**src/rtl/plic_gateway.sv**
```systemverilog
// Interrupt gateway: synchronises raw lines and turns level/edge sources into
// per-source pending bits, holding each claimed source until completion.
module plic_gateway #(
  parameter int Number_of_Sources = 5,
  parameter int Interrupt_Width   = 3,
  parameter int Edge_Count_Width  = 2
) (
  input  logic                         clk,
  input  logic                         rst_n,
  input  logic [Number_of_Sources-1:0] irq_src,
  input  logic [Number_of_Sources-1:0] Edge_Trigger,
  input  logic                         set_IP,
  input  logic                         clear_IP,
  input  logic [7:0]                   Claim_ID,
  input  logic                         Complete_Valid,
  input  logic [Interrupt_Width-1:0]   Complete_ID,
  output logic [Number_of_Sources-1:0] IP_interrupt,
  output logic [Number_of_Sources-1:0] Interrupt_Request,
  output logic [Number_of_Sources-1:0] In_Service,
  output logic [Number_of_Sources-1:0] Edge_Overflow
);

  typedef enum logic [1:0] {
    IDLE       = 2'd0,
    PENDING    = 2'd1,
    IN_SERVICE = 2'd2
  } state_t;

  logic [Number_of_Sources-1:0] s1_reg, s2_reg, s3_reg;
  logic [Number_of_Sources-1:0] edge_det;
  logic [Number_of_Sources-1:0] claim_hit, complete_hit;

  // rst_n is an active-high reset in spite of its name
  always_ff @(posedge clk) begin
    if (rst_n) begin
      s1_reg <= '0;
      s2_reg <= '0;
      s3_reg <= '0;
    end else begin
      s1_reg <= irq_src;
      s2_reg <= s1_reg;
      s3_reg <= s2_reg;
    end
  end

  assign edge_det = s2_reg & ~s3_reg;

  generate
    for (genvar gi = 0; gi < Number_of_Sources; gi++) begin : g_src
      localparam logic [7:0]                 ClaimId    = 8'(gi + 1);
      localparam logic [Interrupt_Width-1:0] CompleteId = Interrupt_Width'(gi + 1);

      state_t                      state_reg, state_next;
      logic [Edge_Count_Width-1:0] cnt_reg, cnt_next;
      logic                        ovf_reg, ovf_next;
      logic                        ip_reg, ins_reg;
      logic                        take_edge, take_cnt, inc;

      assign claim_hit[gi]    = clear_IP && (Claim_ID == ClaimId);
      assign complete_hit[gi] = Complete_Valid && (Complete_ID == CompleteId);

      always_ff @(posedge clk) begin
        if (rst_n) begin
          state_reg <= IDLE;
          cnt_reg   <= '0;
          ovf_reg   <= 1'b0;
          ip_reg    <= 1'b0;
          ins_reg   <= 1'b0;
        end else begin
          state_reg <= state_next;
          cnt_reg   <= cnt_next;
          ovf_reg   <= ovf_next;
          ip_reg    <= (state_next == PENDING);
          ins_reg   <= (state_next == IN_SERVICE);
        end
      end

      always_comb begin
        state_next = state_reg;
        cnt_next   = cnt_reg;
        ovf_next   = ovf_reg;
        take_edge  = 1'b0;
        take_cnt   = 1'b0;
        inc        = 1'b0;
        case (state_reg)
          IDLE: begin
            if (set_IP) begin
              if (Edge_Trigger[gi]) begin
                // A fresh edge is consumed directly; the backlog is only drawn on without one
                if (edge_det[gi]) begin
                  state_next = PENDING;
                  take_edge  = 1'b1;
                end else if (cnt_reg != '0) begin
                  state_next = PENDING;
                  take_cnt   = 1'b1;
                end
              end else if (s2_reg[gi]) begin
                state_next = PENDING;
              end
            end
          end
          PENDING:    if (claim_hit[gi])    state_next = IN_SERVICE;
          IN_SERVICE: if (complete_hit[gi]) state_next = IDLE;
          default:    state_next = IDLE;
        endcase

        if (Edge_Trigger[gi]) begin
          inc = edge_det[gi] && !take_edge;
          if (inc && !take_cnt) begin
            if (cnt_reg == '1) ovf_next = 1'b1;
            else               cnt_next = cnt_reg + Edge_Count_Width'(1);
          end else if (take_cnt && !inc) begin
            cnt_next = cnt_reg - Edge_Count_Width'(1);
          end
        end
      end

      assign IP_interrupt[gi]      = ip_reg;
      assign In_Service[gi]        = ins_reg;
      assign Edge_Overflow[gi]     = ovf_reg;
      assign Interrupt_Request[gi] = Edge_Trigger[gi] ? (cnt_reg != '0) : s2_reg[gi];
    end
  endgenerate

endmodule

```
**config.mk**
```make
export PLATFORM = sky130hd
export DESIGN_NAME = plic_gateway
export DESIGN_NICKNAME = d
export VERILOG_FILES = /design/src/rtl/plic_gateway.sv
export SDC_FILE = /design/constraint.sdc
export NUM_CORES = 1
export LEC_CHECK = 0
export CORE_MARGIN = 2
export CORE_UTILIZATION = 40
export DETAILED_ROUTE_END_ITERATION = 8
export GPL_TIMING_DRIVEN = 0
export SYNTH_ARGS = -nofsm -noshare
export SYNTH_HDL_FRONTEND = slang
export SYNTH_SLANG_ARGS = --single-unit
```
**constraint.sdc**
```tcl
create_clock -name clk -period 3.3 [get_ports clk]
set_input_delay 0.66 -clock clk [delete_from_list [all_inputs] [get_ports clk]]
set_output_delay 0.66 -clock clk [all_outputs]
set_load 0.01 [all_outputs]
```
==> results.json <==
{
  "outcome": "finished clean",
  "sw_frac_of_total_pct": 23.3,
  "critPathLaunch": "Edge_Trigger[4]",
  "antenna_found_initial": 0,
  "async_flop_share_pct": 0,
  "ant_nets": 0,
  "powerDensity_nw_per_um2": 409,
  "syn-num-nets": 280,
  "clk_pin_slew_ns": 0.09,
  "seqPwrFrac_pct": 53.7,
  "antenna_cells": 0,
  "area.growth.synth_to_final_pct": 27.1,
  "regToRegEndpoint": "g_src[0].cnt_reg[0]",
  "r2r-start": "g_src[0].state_reg[0]",
  "placed_area_um2": 2750,
  "ioPinCount": 46,
  "synthTopCellsByCount": "50 x dfxtp_1, 26 x nor2_1, 23 x nor2b_1",
  "seqCellArea_um2": 1000,
  "worst_r2r_path_depth": 5,
  "ys_seq_area_share_pct": 44.4,
  "synthFlopType": "dfxtp_1",
  "power_leakage_uw": 0.00110,
  "drive_above_1_share_pct": 11.2,
  "wl_mm": 4.76,
  "max_slew_margin_pct": 59.5,
  "fin_setup_tns_ns": 0,
  "grt.total_usage_pct": 15.9,
  "fin_skew_ns": 0.00893,
  "fin_area_um2": 2860,
  "cts_setup_buffers": 0,
  "cp.required_ns": 2.64,
  "switchingPower_uw": 273,
  "post-route-util_pct": 52.3,
  "io_buffers": 41,
  "instances_no_fill": 375,
  "grt_overflow_total": 0,
  "n_fill_cell": 542,
  "synth.distinct_cells": 45,
  "irDropWorstVdd_mv": 0.274,
  "start_util_pct": 41.2,
  "grt_max_degree": 15,
  "endpoint_kind": "output pin",
  "cts.sinks": 50,
  "endpoint": "Interrupt_Request[4]",
  "synth_area_leaders": "dfxtp_1 44%, nor2b_1 6.4%, buf_4 5.0%",
  "rows": 27,
  "postCtsHoldBufs": 0,
  "worst_pin_slew_ns": 0.608,
  "netlist.area_leader.share_pct": 44.4,
  "drv_slew": 0,
  "ctsRootBufferMaster": "clkbuf_8",
  "multiInputGateArea_um2": 1070,
  "netlist_area_um2": 2250,
  "syn_area_per_cell_um2": 8.87,
  "drt_iter0_drc": 39,
  "synth-seq-cells": 50,
  "setup_viol": 0,
  "fmax_ghz": 0.365,
  "first_pass_iters": 4,
  "numCtsBuffers": 5,
  "dp_hpwl_mm": 3.44,
  "startpoint_type": "primary input",
  "cts_tree": "done",
  "gp_congestion": 0.765,
  "wire_per_inst_um": 12.7,
  "cts-resized-gates": 0,
  "core_area_um2": 5470,
  "period_minus_slack_ns": 2.74,
  "syn-instance-count": 254,
  "drc_errors": 0,
  "die_x_um": 79.0,
  "via_per_inst": 5.10,
  "yosysMostFrequentCell": "dfxtp_1",
  "rrSetupSlack_ns": 1.77,
  "path_max_fanout": 5,
  "synth_edf_count": 0,
  "nNetsFinal": 328,
  "grt_first_pass_wirelength_mm": 7.69,
  "drv_cap": 0,
  "die_height_um": 79.0,
  "fin_crit_sh_pct": 83.1,
  "grt_setup_unrepaired": "no",
  "ys_warn_count": 0,
  "htree_levels": 2,
  "placed_cells": 367,
  "insertion_delay_ns": 0.30,
  "grt_pass1_vias": 1670,
  "hold_violations": 0,
  "yosys.area.top_type": "dfxtp_1",
  "path_class": "primary input to output pin",
  "arrival_ns": 2.08,
  "via_count": 1914,
  "pwr-share-comb_pct": 11.0,
  "worst_hold_path_type": "flop to flop",
  "clockBufferDepth": 2,
  "die-area_um2": 6250,
  "internal_power_uw": 898,
  "power_uw": 1170,
  "power_frac_clock_pct": 35.3
}
final cells by class:
class	instances	area share (%)
Tap cell	72	3.15
Clock buffer	8	3.85
Timing Repair Buffer	41	14.3
Sequential cell	50	35.0
Multi-Input combinational cell	171	37.2
Inverter	7	0.918
Buffer	26	5.55
worst min-delay path by stage:
stage	start	endpoint	slack, ns	cells after the start
after floorplan	s1_reg[0]	s2_reg[0]	0.41	1
after global placement	s1_reg[3]	s2_reg[3]	0.42	1
after detailed placement	s1_reg[1]	s2_reg[1]	0.42	1
after CTS	s1_reg[1]	s2_reg[1]	0.44	1
after global routing	s1_reg[1]	s2_reg[1]	0.46	1
final	s1_reg[2]	s2_reg[2]	0.44	1
cell usage in the layout, fill, tap and decap left out, drive strengths merged, types with 2 or more instances in the layout:
master,Yosys,final
a211oi,2,2
a21oi,14,14
a221oi,4,4
a311oi,3,3
a31o,2,2
a31oi,3,3
a41o,3,3
a41oi,5,5
and2,2,2
and3,7,7
buf,17,17
clkbuf,9,17
clkdlybuf4s50,0,41
dfxtp,50,50
inv,7,7
nand2,13,13
nand2b,6,6
nand3,3,3
nand3b,2,2
nand4,2,2
nor2,26,26
nor2b,23,23
nor3,3,3
nor3b,7,7
nor4,8,8
o21a,2,2
o21ai,12,12
o2bb2ai,2,2
o41ai,2,2
or3b,4,4
through the flow:
step                hold WS [ns]  setup WS (ns)
finish                     0.439          0.559
global route               0.462          0.464
CTS                        0.444          0.550
detailed placement         0.424          0.564
global placement           0.417          0.562
floorplan                  0.414           1.48
logic make-up (layout without fill, tap and decap cells):
logic type,Yosys count,count (layout),synth area share (%)
buffers and inverters,33,82,8.22
muxes,2,2,0.944
AOI/OAI and AO/OA,59,59,18.1
and+or+nand+nor,110,110,28.3
DFF,50,50,44.4
power groups by stage:
stage / Sequential [uW] / Clock (uW) / Combinational (uW)
finish: 629 / 413 / 129
global route: 631 / 451 / 143
CTS: 628 / 426 / 130
detailed placement: 643 / 0 / 130
global placement: 642 / 0 / 129
floorplan: 640 / 0 / 71.9
layer usage:
metal / global-route usage [%] / vias to the layer above / routed length [um]
met3: 4.55 / 7 / 263
li1: - / 995 / -
met1: 21.2 / 861 / 2450
met4: 5.69 / 0 / 66
met2: 24.6 / 51 / 1980
met5: 0 / - / 0
worst max-delay path, stage by stage:
cell and delay, ns:
clkdlybuf4s50_1 0.55, inv_1 0.09, nor2_1 0.15, a21o_1 0.10, clkdlybuf4s50_1 0.53
Power figures use the tool's default switching activity.
